### src/rtl/mseq_pkg.sv
// rtl/mseq_pkg.sv - micro-word layout, opcodes, branch conditions and control-store map for the micro sequencer
package mseq_pkg;

    localparam int IW      = 22;
    localparam int MIW     = 33;
    localparam int UADDR_W = 5;
    localparam int RF_W    = 5;
    localparam int OP_W    = 4;
    localparam int RSV_W   = IW - OP_W - 11;

    // Datapath micro-word: {ALU4, SH2, KMX, MR, MW, BUS_B6, BUS_C6, T_WORD7, BUS_A5}
    localparam int BUS_A_LSB = 0;
    localparam int BUS_A_W   = 5;
    localparam int T_LSB     = 5;
    localparam int T_W       = 7;
    localparam int BUS_C_LSB = 12;
    localparam int BUS_C_W   = 6;
    localparam int BUS_B_LSB = 18;
    localparam int BUS_B_W   = 6;
    localparam int MW_BIT    = 24;
    localparam int MR_BIT    = 25;
    localparam int KMX_BIT   = 26;
    localparam int SH_LSB    = 27;
    localparam int SH_W      = 2;
    localparam int ALU_LSB   = 29;
    localparam int ALU_W     = 4;

    // Opcodes 1xxx are the branch family, decoded on opcode[3:1]
    localparam logic [OP_W-1:0] OP_MOV    = 4'b0010;
    localparam logic [OP_W-1:0] OP_MOM_YW = 4'b0100;
    localparam logic [OP_W-1:0] OP_MOM_WY = 4'b0101;
    localparam logic [OP_W-1:0] OP_ADW    = 4'b0110;
    localparam logic [OP_W-1:0] OP_BSR    = 4'b0111;

    typedef enum logic [1:0] {
        COND_ALWAYS = 2'b00,
        COND_Z      = 2'b01,
        COND_NZ     = 2'b10,
        COND_CY     = 2'b11
    } cond_e;

    typedef enum logic {
        ST_IDLE = 1'b0,
        ST_EXEC = 1'b1
    } state_e;

    // Each conditional routine is word0, fall-through NOP at word0+1, load-PC target at word0+2
    localparam logic [UADDR_W-1:0] UA_JUMP    = 5'd0;
    localparam logic [UADDR_W-1:0] UA_JZE     = 5'd1;
    localparam logic [UADDR_W-1:0] UA_JZE_NOP = 5'd2;
    localparam logic [UADDR_W-1:0] UA_JZE_PC  = 5'd3;
    localparam logic [UADDR_W-1:0] UA_JNE     = 5'd4;
    localparam logic [UADDR_W-1:0] UA_JNE_NOP = 5'd5;
    localparam logic [UADDR_W-1:0] UA_JNE_PC  = 5'd6;
    localparam logic [UADDR_W-1:0] UA_JCY     = 5'd7;
    localparam logic [UADDR_W-1:0] UA_JCY_NOP = 5'd8;
    localparam logic [UADDR_W-1:0] UA_JCY_PC  = 5'd9;
    localparam logic [UADDR_W-1:0] UA_MOM_YW  = 5'd10;
    localparam logic [UADDR_W-1:0] UA_MOM_WY  = 5'd11;
    localparam logic [UADDR_W-1:0] UA_ADW     = 5'd12;
    localparam logic [UADDR_W-1:0] UA_MOV     = 5'd13;
    localparam logic [UADDR_W-1:0] UA_BSR     = 5'd14;

    localparam logic [BUS_B_W-1:0] BUS_B_DEF = 6'b100010;
    localparam logic [BUS_C_W-1:0] BUS_C_DEF = 6'b100011;

    localparam logic [T_W-1:0] T_NOP     = 7'b0000000;
    localparam logic [T_W-1:0] T_LOAD_PC = 7'b1000000;
    localparam logic [T_W-1:0] T_MOM_YW  = 7'b0000001;
    localparam logic [T_W-1:0] T_MOM_WY  = 7'b0000010;
    localparam logic [T_W-1:0] T_ADW     = 7'b0111101;
    localparam logic [T_W-1:0] T_MOV     = 7'b0001100;

    localparam logic [ALU_W-1:0] ALU_NONE = 4'b0000;
    localparam logic [ALU_W-1:0] ALU_ADD  = 4'b0101;

    typedef struct packed {
        logic [MIW-1:0]     dp;
        logic               sel_c;
        logic               sel_a;
        logic               last;
        cond_e              cond;
        logic [UADDR_W-1:0] next;
    } cs_word_t;

    function automatic logic [MIW-1:0] dp_word(
        input logic [ALU_W-1:0] alu,
        input logic             mr,
        input logic             mw,
        input logic [T_W-1:0]   t_word
    );
        dp_word = {alu, 2'b00, 1'b0, mr, mw, BUS_B_DEF, BUS_C_DEF, t_word, 5'b00000};
    endfunction

    function automatic cs_word_t cs_word(
        input logic [MIW-1:0]     dp,
        input logic               sel_c,
        input logic               sel_a,
        input logic               last,
        input cond_e              cond,
        input logic [UADDR_W-1:0] next
    );
        cs_word.dp    = dp;
        cs_word.sel_c = sel_c;
        cs_word.sel_a = sel_a;
        cs_word.last  = last;
        cs_word.cond  = cond;
        cs_word.next  = next;
    endfunction

endpackage

### src/rtl/micro_store.sv
// rtl/micro_store.sv - combinational control-store ROM and opcode dispatch table
module micro_store
    import mseq_pkg::*;
(
    input  logic [UADDR_W-1:0] addr,
    input  logic [OP_W-1:0]    opcode,
    output cs_word_t           word,
    output logic [UADDR_W-1:0] start_addr,
    output logic               legal
);

    always_comb begin
        // Unused addresses and fall-through slots decode as a NOP that ends the routine
        word = cs_word(dp_word(ALU_NONE, 1'b0, 1'b0, T_NOP), 1'b0, 1'b0, 1'b1, COND_ALWAYS, addr);
        case (addr)
            UA_JUMP, UA_JZE_PC, UA_JNE_PC, UA_JCY_PC, UA_BSR:
                word = cs_word(dp_word(ALU_NONE, 1'b0, 1'b0, T_LOAD_PC), 1'b0, 1'b0, 1'b1, COND_ALWAYS, addr);
            UA_JZE:
                word = cs_word(dp_word(ALU_NONE, 1'b0, 1'b0, T_NOP), 1'b0, 1'b0, 1'b0, COND_Z, UA_JZE_PC);
            UA_JNE:
                word = cs_word(dp_word(ALU_NONE, 1'b0, 1'b0, T_NOP), 1'b0, 1'b0, 1'b0, COND_NZ, UA_JNE_PC);
            UA_JCY:
                word = cs_word(dp_word(ALU_NONE, 1'b0, 1'b0, T_NOP), 1'b0, 1'b0, 1'b0, COND_CY, UA_JCY_PC);
            UA_MOM_YW:
                word = cs_word(dp_word(ALU_NONE, 1'b0, 1'b1, T_MOM_YW), 1'b0, 1'b0, 1'b1, COND_ALWAYS, addr);
            UA_MOM_WY:
                word = cs_word(dp_word(ALU_NONE, 1'b1, 1'b0, T_MOM_WY), 1'b0, 1'b0, 1'b1, COND_ALWAYS, addr);
            UA_ADW:
                word = cs_word(dp_word(ALU_ADD, 1'b0, 1'b0, T_ADW), 1'b1, 1'b1, 1'b1, COND_ALWAYS, addr);
            UA_MOV:
                word = cs_word(dp_word(ALU_NONE, 1'b0, 1'b0, T_MOV), 1'b1, 1'b1, 1'b1, COND_ALWAYS, addr);
            default: ;
        endcase
    end

    always_comb begin
        start_addr = UA_JUMP;
        legal      = 1'b1;
        casez (opcode)
            4'b100?:   start_addr = UA_JUMP;
            4'b101?:   start_addr = UA_JZE;
            4'b110?:   start_addr = UA_JNE;
            4'b111?:   start_addr = UA_JCY;
            OP_MOM_YW: start_addr = UA_MOM_YW;
            OP_MOM_WY: start_addr = UA_MOM_WY;
            OP_ADW:    start_addr = UA_ADW;
            OP_BSR:    start_addr = UA_BSR;
            OP_MOV:    start_addr = UA_MOV;
            default:   legal      = 1'b0;
        endcase
    end

endmodule

### src/rtl/micro_sequencer.sv
// rtl/micro_sequencer.sv - microprogrammed control unit stepping control-store routines per macro-instruction
module micro_sequencer
    import mseq_pkg::*;
(
    input  logic           clk,
    input  logic           rst,
    input  logic [IW-1:0]  instruction,
    input  logic           instr_valid,
    output logic           instr_ready,
    input  logic           zf,
    input  logic           cf,
    input  logic           dp_stall,
    output logic [MIW-1:0] micro_instruction,
    output logic           mi_valid,
    output logic           mi_last,
    output logic           illegal_op
);

    state_e               state;
    state_e               state_nxt;
    logic [UADDR_W-1:0]   upc;
    logic [2*RF_W-1:0]    ir_regs;
    cond_e                cur_cond;
    logic [UADDR_W-1:0]   cur_next;

    logic                 accept;
    logic                 bad_in;
    logic                 load_new;
    logic                 advance;
    logic                 finish;
    logic                 taken;
    logic                 legal;
    logic [UADDR_W-1:0]   start_addr;
    logic [UADDR_W-1:0]   rd_addr;
    logic [2*RF_W-1:0]    src_regs;
    cs_word_t             word;
    logic [MIW-1:0]       dp_next;
    logic                 unused_operand_bit;

    assign unused_operand_bit = instruction[10];

    assign finish      = (state == ST_EXEC) && mi_last && !dp_stall;
    assign advance     = (state == ST_EXEC) && !mi_last && !dp_stall;
    assign instr_ready = (state == ST_IDLE) || finish;
    assign accept      = instr_valid && instr_ready;
    assign bad_in      = !legal || (instruction[IW-OP_W-1 -: RSV_W] != '0);
    assign load_new    = accept && !bad_in;

    // Branch conditions are evaluated against the word currently on the outputs
    always_comb begin
        taken = 1'b0;
        case (cur_cond)
            COND_ALWAYS: taken = 1'b1;
            COND_Z:      taken = zf;
            COND_NZ:     taken = !zf;
            COND_CY:     taken = cf;
            default:     taken = 1'b0;
        endcase
    end

    always_comb begin
        if (load_new) begin
            rd_addr  = start_addr;
            src_regs = instruction[2*RF_W-1:0];
        end else begin
            rd_addr  = taken ? cur_next : upc + UADDR_W'(1);
            src_regs = ir_regs;
        end
    end

    micro_store u_store (
        .addr       (rd_addr),
        .opcode     (instruction[IW-1 -: OP_W]),
        .word       (word),
        .start_addr (start_addr),
        .legal      (legal)
    );

    // Register-field substitution takes Ri/Rj from the instruction that owns the word
    always_comb begin
        dp_next = word.dp;
        if (word.sel_c) begin
            dp_next[BUS_C_LSB +: BUS_C_W] = BUS_C_W'(src_regs[2*RF_W-1:RF_W]);
        end
        if (word.sel_a) begin
            dp_next[BUS_A_LSB +: BUS_A_W] = src_regs[RF_W-1:0];
        end
    end

    always_comb begin
        state_nxt = state;
        case (state)
            ST_IDLE: if (load_new) state_nxt = ST_EXEC;
            ST_EXEC: if (finish)   state_nxt = load_new ? ST_EXEC : ST_IDLE;
            default:               state_nxt = ST_IDLE;
        endcase
    end

    always_ff @(posedge clk or posedge rst) begin
        if (rst) begin
            state <= ST_IDLE;
        end else begin
            state <= state_nxt;
        end
    end

    always_ff @(posedge clk or posedge rst) begin
        if (rst) begin
            upc               <= '0;
            ir_regs           <= '0;
            cur_cond          <= COND_ALWAYS;
            cur_next          <= '0;
            micro_instruction <= '0;
            mi_valid          <= 1'b0;
            mi_last           <= 1'b0;
            illegal_op        <= 1'b0;
        end else begin
            illegal_op <= accept && bad_in;
            if (load_new || advance) begin
                upc               <= rd_addr;
                cur_cond          <= word.cond;
                cur_next          <= word.next;
                micro_instruction <= dp_next;
                mi_valid          <= 1'b1;
                mi_last           <= word.last;
                if (load_new) begin
                    ir_regs <= instruction[2*RF_W-1:0];
                end
            end else if (finish) begin
                micro_instruction <= '0;
                mi_valid          <= 1'b0;
                mi_last           <= 1'b0;
            end
        end
    end

endmodule

### config.mk
export PLATFORM = sky130hd
export DESIGN_NAME = micro_sequencer
export DESIGN_NICKNAME = d
export VERILOG_FILES = /design/src/rtl/mseq_pkg.sv /design/src/rtl/micro_store.sv /design/src/rtl/micro_sequencer.sv
export SDC_FILE = /design/constraint.sdc
export NUM_CORES = 1
export LEC_CHECK = 0
export CAP_MARGIN = 15
export CORE_UTILIZATION = 35
export CTS_BUF_LIST = sky130_fd_sc_hd__clkbuf_8
export CTS_CLUSTER_DIAMETER = 30
export DETAILED_ROUTE_END_ITERATION = 12
export SETUP_SLACK_MARGIN = 0.02
export SYNTH_ARGS = -nofsm -noshare
export SYNTH_HDL_FRONTEND = slang
export SYNTH_HIERARCHICAL = 1
export SYNTH_SLANG_ARGS = --single-unit
### constraint.sdc
create_clock -name clk -period 6.3 [get_ports clk]
set_input_delay 0.63 -clock clk [delete_from_list [all_inputs] [get_ports clk]]
set_output_delay 0.63 -clock clk [all_outputs]
set_load 0.01 [all_outputs]
==> results of run 1 <==
[stage by stage]
| stage | hold WS (ps) | setup WS (ps) |
|---|---|---|
| final | 480 | 1970 |
| after global routing | 501 | 1580 |
| after CTS | 485 | 1960 |
| after detailed placement | 467 | 1600 |
| after global placement | 461 | 1680 |
| after floorplan | 447 | 2920 |
[power by group through the flow]
stage / logic [W] / registers, W / clock network (W)
after floorplan: 0.000168 / 0.000574 / 0
after global placement: 0.000399 / 0.000544 / 0
after detailed placement: 0.000402 / 0.000548 / 0
after CTS: 0.000405 / 0.000541 / 0.000353
after global routing: 0.000433 / 0.000553 / 0.000375
final: 0.000400 / 0.000539 / 0.000340
[final timing paths]
| path | start | endpoint | slack, ps | depth (start not counted) |
|---|---|---|---|---|
| worst max-delay path | instruction[19] | micro_instruction[12] | 1970 | 13 |
| worst min-delay path | ir_regs[4] | ir_regs[4] | 480 | 2 |
| worst max register to register | mi_last | micro_instruction[12] | 2660 | 10 |
| worst min register to register | ir_regs[4] | ir_regs[4] | 480 | 2 |
| max in group asynchronous | rst | upc[3] | 4970 | 3 |
| min in group asynchronous | rst | micro_instruction[20] | 810 | 3 |
[cells by family after synthesis]
group                    synth area share
AO/OA/AOI/OAI                       0.176
XOR/XNOR                           0.0162
adder cells (fa/ha/maj)           0.00385
buffers and inverters               0.119
flip-flops                          0.454
multiplexers                       0.0239
other                             0.00231
AND/OR/NAND/NOR                     0.204
[state kept, by name, summed over array words and instances, names as in the netlist]
signal             cells
micro_instruction     33
ir_regs               10
cur_next               5
upc                    5
cur_cond               2
illegal_op             1
mi_last                1
mi_valid               1
state                  1
[worst min-delay path, cell delays in order, from the launching register on]
cell     delay, ps
dfrtp_1        350
nand2_1         50
nand2_1         50
[area by class of cell]
type                       count  area, µm²  share of cell area
inverter                       6       22.5             0.00568
timing repair buffer          67        661               0.167
multi-input combinational    234       1480               0.372
tap                          108        135              0.0341
clock inverter                 7       68.8              0.0174
sequential                    59       1480               0.373
clock buffer                   9        124              0.0313
[layout by cell type (no fill, tap or decap), types with 5 or more instances in the layout]
cell type and n:
clkdlybuf4s50_1 63, dfrtp_1 59, nand2_1 45, a22o_1 23, conb_1 23, nor2_1 21, nor3_1 17, nand3_1 16
nor3b_1 12, o21ai_0 9, clkbuf_8 9, o41ai_2 8, nand2b_1 6, mux2_2 6, inv_1 5, a31oi_1 5
[metal layers]
metal | share of wire | up-vias
met5 | 0 | -
met2 | 0.49 | 34
li1 | - | 1207
met4 | 0.013 | 0
met1 | 0.46 | 1214
met3 | 0.036 | 9
==> key figures, run 1 <==
Logic synthesis
  – Synth area leaders: dfrtp_1 (45%), buf_4 (7.2%), a22o_1 (6.2%)
  – Top cells by count, synth: dfrtp_1 (59), nand2_1 (45), buf_4 (31)
  – Post-synthesis sequential element count: 59
  – Synthesized cell area: about 0.0032 mm²
  – Post-synth cell types: 48
  – Cells after Synth: 331
  – Seq/Total Area, Yosys: 0.454
  – Number of flops mapped to enable cells by yosys: 0
  – Cell taking the most area after synthesis: dfrtp_1
  – Top FF cell, synth: dfrtp_1
  – Area share of the leading cell type in the synthesized netlist: 0.454
  – Warnings, synthesis: 6
  – Most frequent cell after synthesis: dfrtp_1
  – Synthesized area per cell: 9.82 µm²
  – Asr flop ratio synth: 1.00

Final layout
  – Final core utilization: 0.448
  – Area growth syn-to-layout: 21.9%
  – ANT cells: 0
  – Share of cells above drive strength 1: 0.115
  – Nets: 406
  – # fillers: 858
  – Final Cell Area: 0.00396 mm²
  – Final Non-Filler Cells: 490

Pwr
  – P_int: 0.000900 W
  – Psw: 0.000380 W
  – Lkg Pwr: 1.78 nW
  – Seq pwr share: 0.422
  – Peak supply drop: 0.140 mV
  – Comb power frac: 0.313
  – Sw frac: 0.297
  – Power per cell area: 323 mW/mm²
  – Total power: roughly 0.0013 W
  – Clk pwr share: 0.266

Global route
  – Vias in the first global route: 2410
  – Grt met1 use: 0.200
  – GRT Max-Usage Layer: met2
  – Total GRT Usage: 0.155
  – Initial antenna violation count: 0
  – Met2 Use GR: 0.246
  – Total gr overflow: 0
  – Largest net degree at the start of global routing: 60
  – Global Route met3 Usage: 0.0415
  – First-pass GRT wire length: approximately 12 mm

Floorplanning
  – Die width: 98.4 µm
  – Die ar.: 0.00967 mm²
  – FP Rows: 34
  – # IOs: 65
  – Core ar.: 0.00885 mm²
  – Starting Density: 0.367
  – Die Y-Extent: 98.4 µm

Critical path
  – Critical setup path kind: in -> reg
  – CP startpoint kind: input pin
  – CP bufs+invs: 3
  – Crit-path max FO: 32
  – Worst Path Required: 6480 ps
  – Worst path slowest cell: o2111a_2
  – Crit-path max cell delay: between 600 and 700 ps
  – Top Family by Delay on Critical Path: simple AND/OR/NAND/NOR gates
  – Crit. End Element: flop
  – Data arrival, critical path: 4510 ps
  – Crit-path cells: clkdlybuf4s50_1, a21oi_1, nand2b_1, nor4b_4, o2111a_2, nand2_1, nand2_1, nand2b_1, nor3b_2, buf_4, inv_1, nor3_1, o41ai_2

Clock tree
  – Clock latency on the worst-skew pair: 340 ps
  – Clk slew on worst S/H paths: 70 ps
  – H-tree depth: 3
  – TritonCTS clock tree: done
  – Post-CTS setup repair buffer count: 0
  – CTS Hold Bufs: 0
  – Clock buffer depth: 2
  – CTS resizes: 0
  – CTS Root Cell: clkbuf_8
  – Num CTS Buffers: 9
  – Clock sinks: 59

STA
  – Relative slew margins: 0.318
  – Max Freq: 231 MHz
  – RSZ-0062 raised after global routing: no
  – Fin crit share: 0.687
  – Worst-margin pin slew: 1020 ps
  – Final setup viols: 0
  – Setup TNS Final: 0 ps
  – Fin. max-slew vios: 0
  – Final Hold Fails: 0
  – Min Tclk post-route: 4330 ps
  – Clk_skew: 5.32 ps

Placement
  – Placed cell area: 0.00377 mm²
  – # port buffers: 63
  – Final Wtd Congestion: 0.733
  – Detailed Place HPWL: 4.53 mm
  – Placed cell count: 474

Hold path
  – Worst min path class: reg -> reg

Routing
  – Drt via density: 5.03
  – DRC viols: 0
  – Initial drt markers: 88
  – DR vias: 2464
  – Routed len/inst: 14.1 µm
  – Drt pass-1 iters: 6
  – Post-DRT Antenna Nets: 0
  – Final wirelength: 6.90 mm

Job
  – Max Cap Viol: 0

Status
  – Outcome: completed
No activity file was read; power rests on OpenSTA's default activity.
==> run 2, diff against run 1 <==
==> constraint.sdc (replaced) <==
create_clock -name clk -period 3.7 [get_ports clk]
set_input_delay 0.37 -clock clk [delete_from_list [all_inputs] [get_ports clk]]
set_output_delay 0.37 -clock clk [all_outputs]
set_load 0.01 [all_outputs]
==> run 2 against run 1 <==
Net effect: final area up 2.5%; largest power group unchanged; clock skew is essentially flat; sequential power is 70% higher.
==> key figures, run 2 (synthesis results as in run 1) <==
Status
  – Outcome: completed

Critical path
  – Data arrival, critical path: 3270 ps (-1240 ps)
  – Worst r2r src: cur_cond[1]
  – Critical setup path kind: in -> reg
  – FF-to-FF setup slack: 880 ps (-1780 ps)
  – CP startpoint kind: input pin
  – Worst Path Required: 3900 ps (-2580 ps)
  – Worst r2r path cells: 10 (unchanged)
  – Crit. End Element: flop
  – Crit-path max FO: 16 (-50%)
  – RR Endpoint: micro_instruction[0]

STA
  – Setup TNS Final: 0 ps (unchanged)
  – Fin crit share: 0.831
  – Hold_ws: 478 ps (-1.86 ps)
  – RSZ-0062 raised after global routing: no
  – Final setup viols: 0 (unchanged)
  – Fin. max-slew vios: 0 (unchanged)
  – Min Tclk post-route: a little over 3000 ps
  – Clk_skew: 5.80 ps (+0.486 ps)
  – Final WS setup: 627 ps (-1340 ps)
  – Final Hold Fails: 0 (unchanged)
  – Max Freq: 325 MHz
  – Worst-margin pin slew: 755 ps (-267 ps)
  – Relative slew margins: 0.496 (+0.178)

Clock tree
  – H-tree depth: 3 (unchanged)
  – TritonCTS clock tree: done
  – Clock sinks: 59 (unchanged)
  – CTS Root Cell: clkbuf_8
  – Clk slew on worst S/H paths: 70 ps (about the same)
  – Num CTS Buffers: 9 (unchanged)
  – Post-CTS setup repair buffer count: 0 (unchanged)
  – Clock latency on the worst-skew pair: 340 ps (about the same)
  – Clock buffer depth: 2 (unchanged)
  – CTS resizes: 0 (unchanged)
  – CTS Hold Bufs: 0 (unchanged)

Global route
  – Largest net degree at the start of global routing: 38 (-37%)
  – Total gr overflow: 0 (unchanged)
  – First-pass GRT wire length: 12.0 mm (+0.17%)
  – Vias in the first global route: 2473 (+2.6%)
  – Total GRT Usage: 0.154 (-0.000932)
  – Initial antenna violation count: 0 (unchanged)

Floorplanning
  – Die width: 98.4 µm (unchanged)
  – Die ar.: 0.00967 mm² (unchanged)
  – Core ar.: 0.00885 mm² (unchanged)
  – FP Rows: 34 (unchanged)
  – Starting Density: 0.367 (unchanged)
  – # IOs: 65 (unchanged)
  – Die Y-Extent: 98.4 µm (unchanged)

Placement
  – Placed cell count: 483 (+1.9%)
  – Final Wtd Congestion: 0.820 (+12%)
  – Dpl ws: 296 ps (-1310 ps)
  – Detailed Place HPWL: 4.79 mm (+5.8%)
  – # port buffers: 63 (unchanged)

Pwr
  – Peak supply drop: 0.324 mV (+130%)
  – Lkg Pwr: 1.84 nW (+3.2%)
  – Power per cell area: 557 mW/mm² (+73%)
  – Total power: 0.00226 W (+77%)

Final layout
  – Nets: 415 (+2.2%)
  – Share of cells above drive strength 1: 0.136 (+0.0204)
  – Top reg by flops: micro_instruction
  – Top Registers: micro_instruction x33, ir_regs x10
  – ANT cells: 0 (unchanged)
  – Storage element area: 0.00148 mm² (unchanged)
  – Area of the multi-input gates: 0.00148 mm² (unchanged)
  – Final Non-Filler Cells: 499 (+1.8%)
  – Area growth syn-to-layout: 25.0%
  – Commonest non-fill, non-tap cell in the layout: clkdlybuf4s50_1
  – Highest-count cells in the layout ignoring fill and taps: clkdlybuf4s50_1 (63), dfrtp_1 (59), nand2_1 (45)
  – # fillers: 872 (+1.6%)
  – Max FFs per register: 33 (unchanged)

Routing
  – Final wirelength: 6.94 mm (+0.58%)
  – DRC viols: 0 (unchanged)
  – Routed len/inst: 13.9 µm (-1.2%)
  – Drt via density: 5.00 (-0.65%)
  – Initial drt markers: 84 (-4.5%)
  – Drt pass-1 iters: 6 (unchanged)
  – DR vias: 2493 (+1.2%)
  – Post-DRT Antenna Nets: 0 (unchanged)

Job
  – Max Cap Viol: 0 (unchanged)

Hold path
  – Worst min path class: in -> async
run 2: cell count changes in the layout (fill, tap and decap cells not counted):
cell,change
bufinv_16,+1
buf_4,+9
inv_6,+1
clkinv_4,+1
clkinv_2,-3
run 2: area by class of cell:
cell class                      count  area share
Clock buffer                        9      0.0305
Inverter                            6     0.00554
Sequential cell                    59       0.363
Tap cell                          108      0.0333
Multi-Input combinational cell    234       0.363
Clock inverter                      7      0.0249
Timing Repair Buffer               76       0.179
run 2: where the power goes:
group          leakage (nW)  switching (W)  internal (W)
clock                 0.106       0.000279      0.000383
combinational         0.944       0.000270      0.000414
sequential            0.789       0.000106      0.000812
run 2: per-stage QoR:
stage          area, µm²  utilization
4_1_cts             4060        0.459
3_3_place_gp        3840        0.434
2_1_floorplan       3330            -
6_report            4060        0.459
3_5_place_dp        3840        0.434
5_1_grt             4060        0.459
run 2: layer usage:
| metal | global-route usage | up-vias | routed length, µm |
|---|---|---|---|
| met5 | 0 | - | 0 |
| met4 | 0.0413 | 0 | 57 |
| met3 | 0.0437 | 5 | 257 |
| li1 | - | 1226 | - |
| met2 | 0.259 | 32 | 3450 |
| met1 | 0.194 | 1230 | 3180 |
run 2: worst max-delay path by stage:
| stage | start | endpoint | slack (ps) | depth (start not counted) |
|---|---|---|---|---|
| floorplan | instruction[18] | micro_instruction[12] | 580 | 16 |
| global placement | instruction[19] | micro_instruction[0] | 330 | 13 |
| detailed placement | instruction[19] | micro_instruction[3] | 300 | 13 |
| CTS | instruction[19] | micro_instruction[2] | 640 | 13 |
| global route | instruction[19] | micro_instruction[0] | 330 | 13 |
| finish | instruction[19] | micro_instruction[0] | 630 | 13 |
run 2: critical path: stages:
cell	delay, ps
clkdlybuf4s50_1	550
a21oi_1	110
nand2b_1	80
nor4b_4	250
o2111ai_2	260
o211ai_1	170
nand2_1	200
nand2b_1	270
nor3b_2	220
buf_4	190
buf_4	200
nor3b_1	270
o41ai_2	110
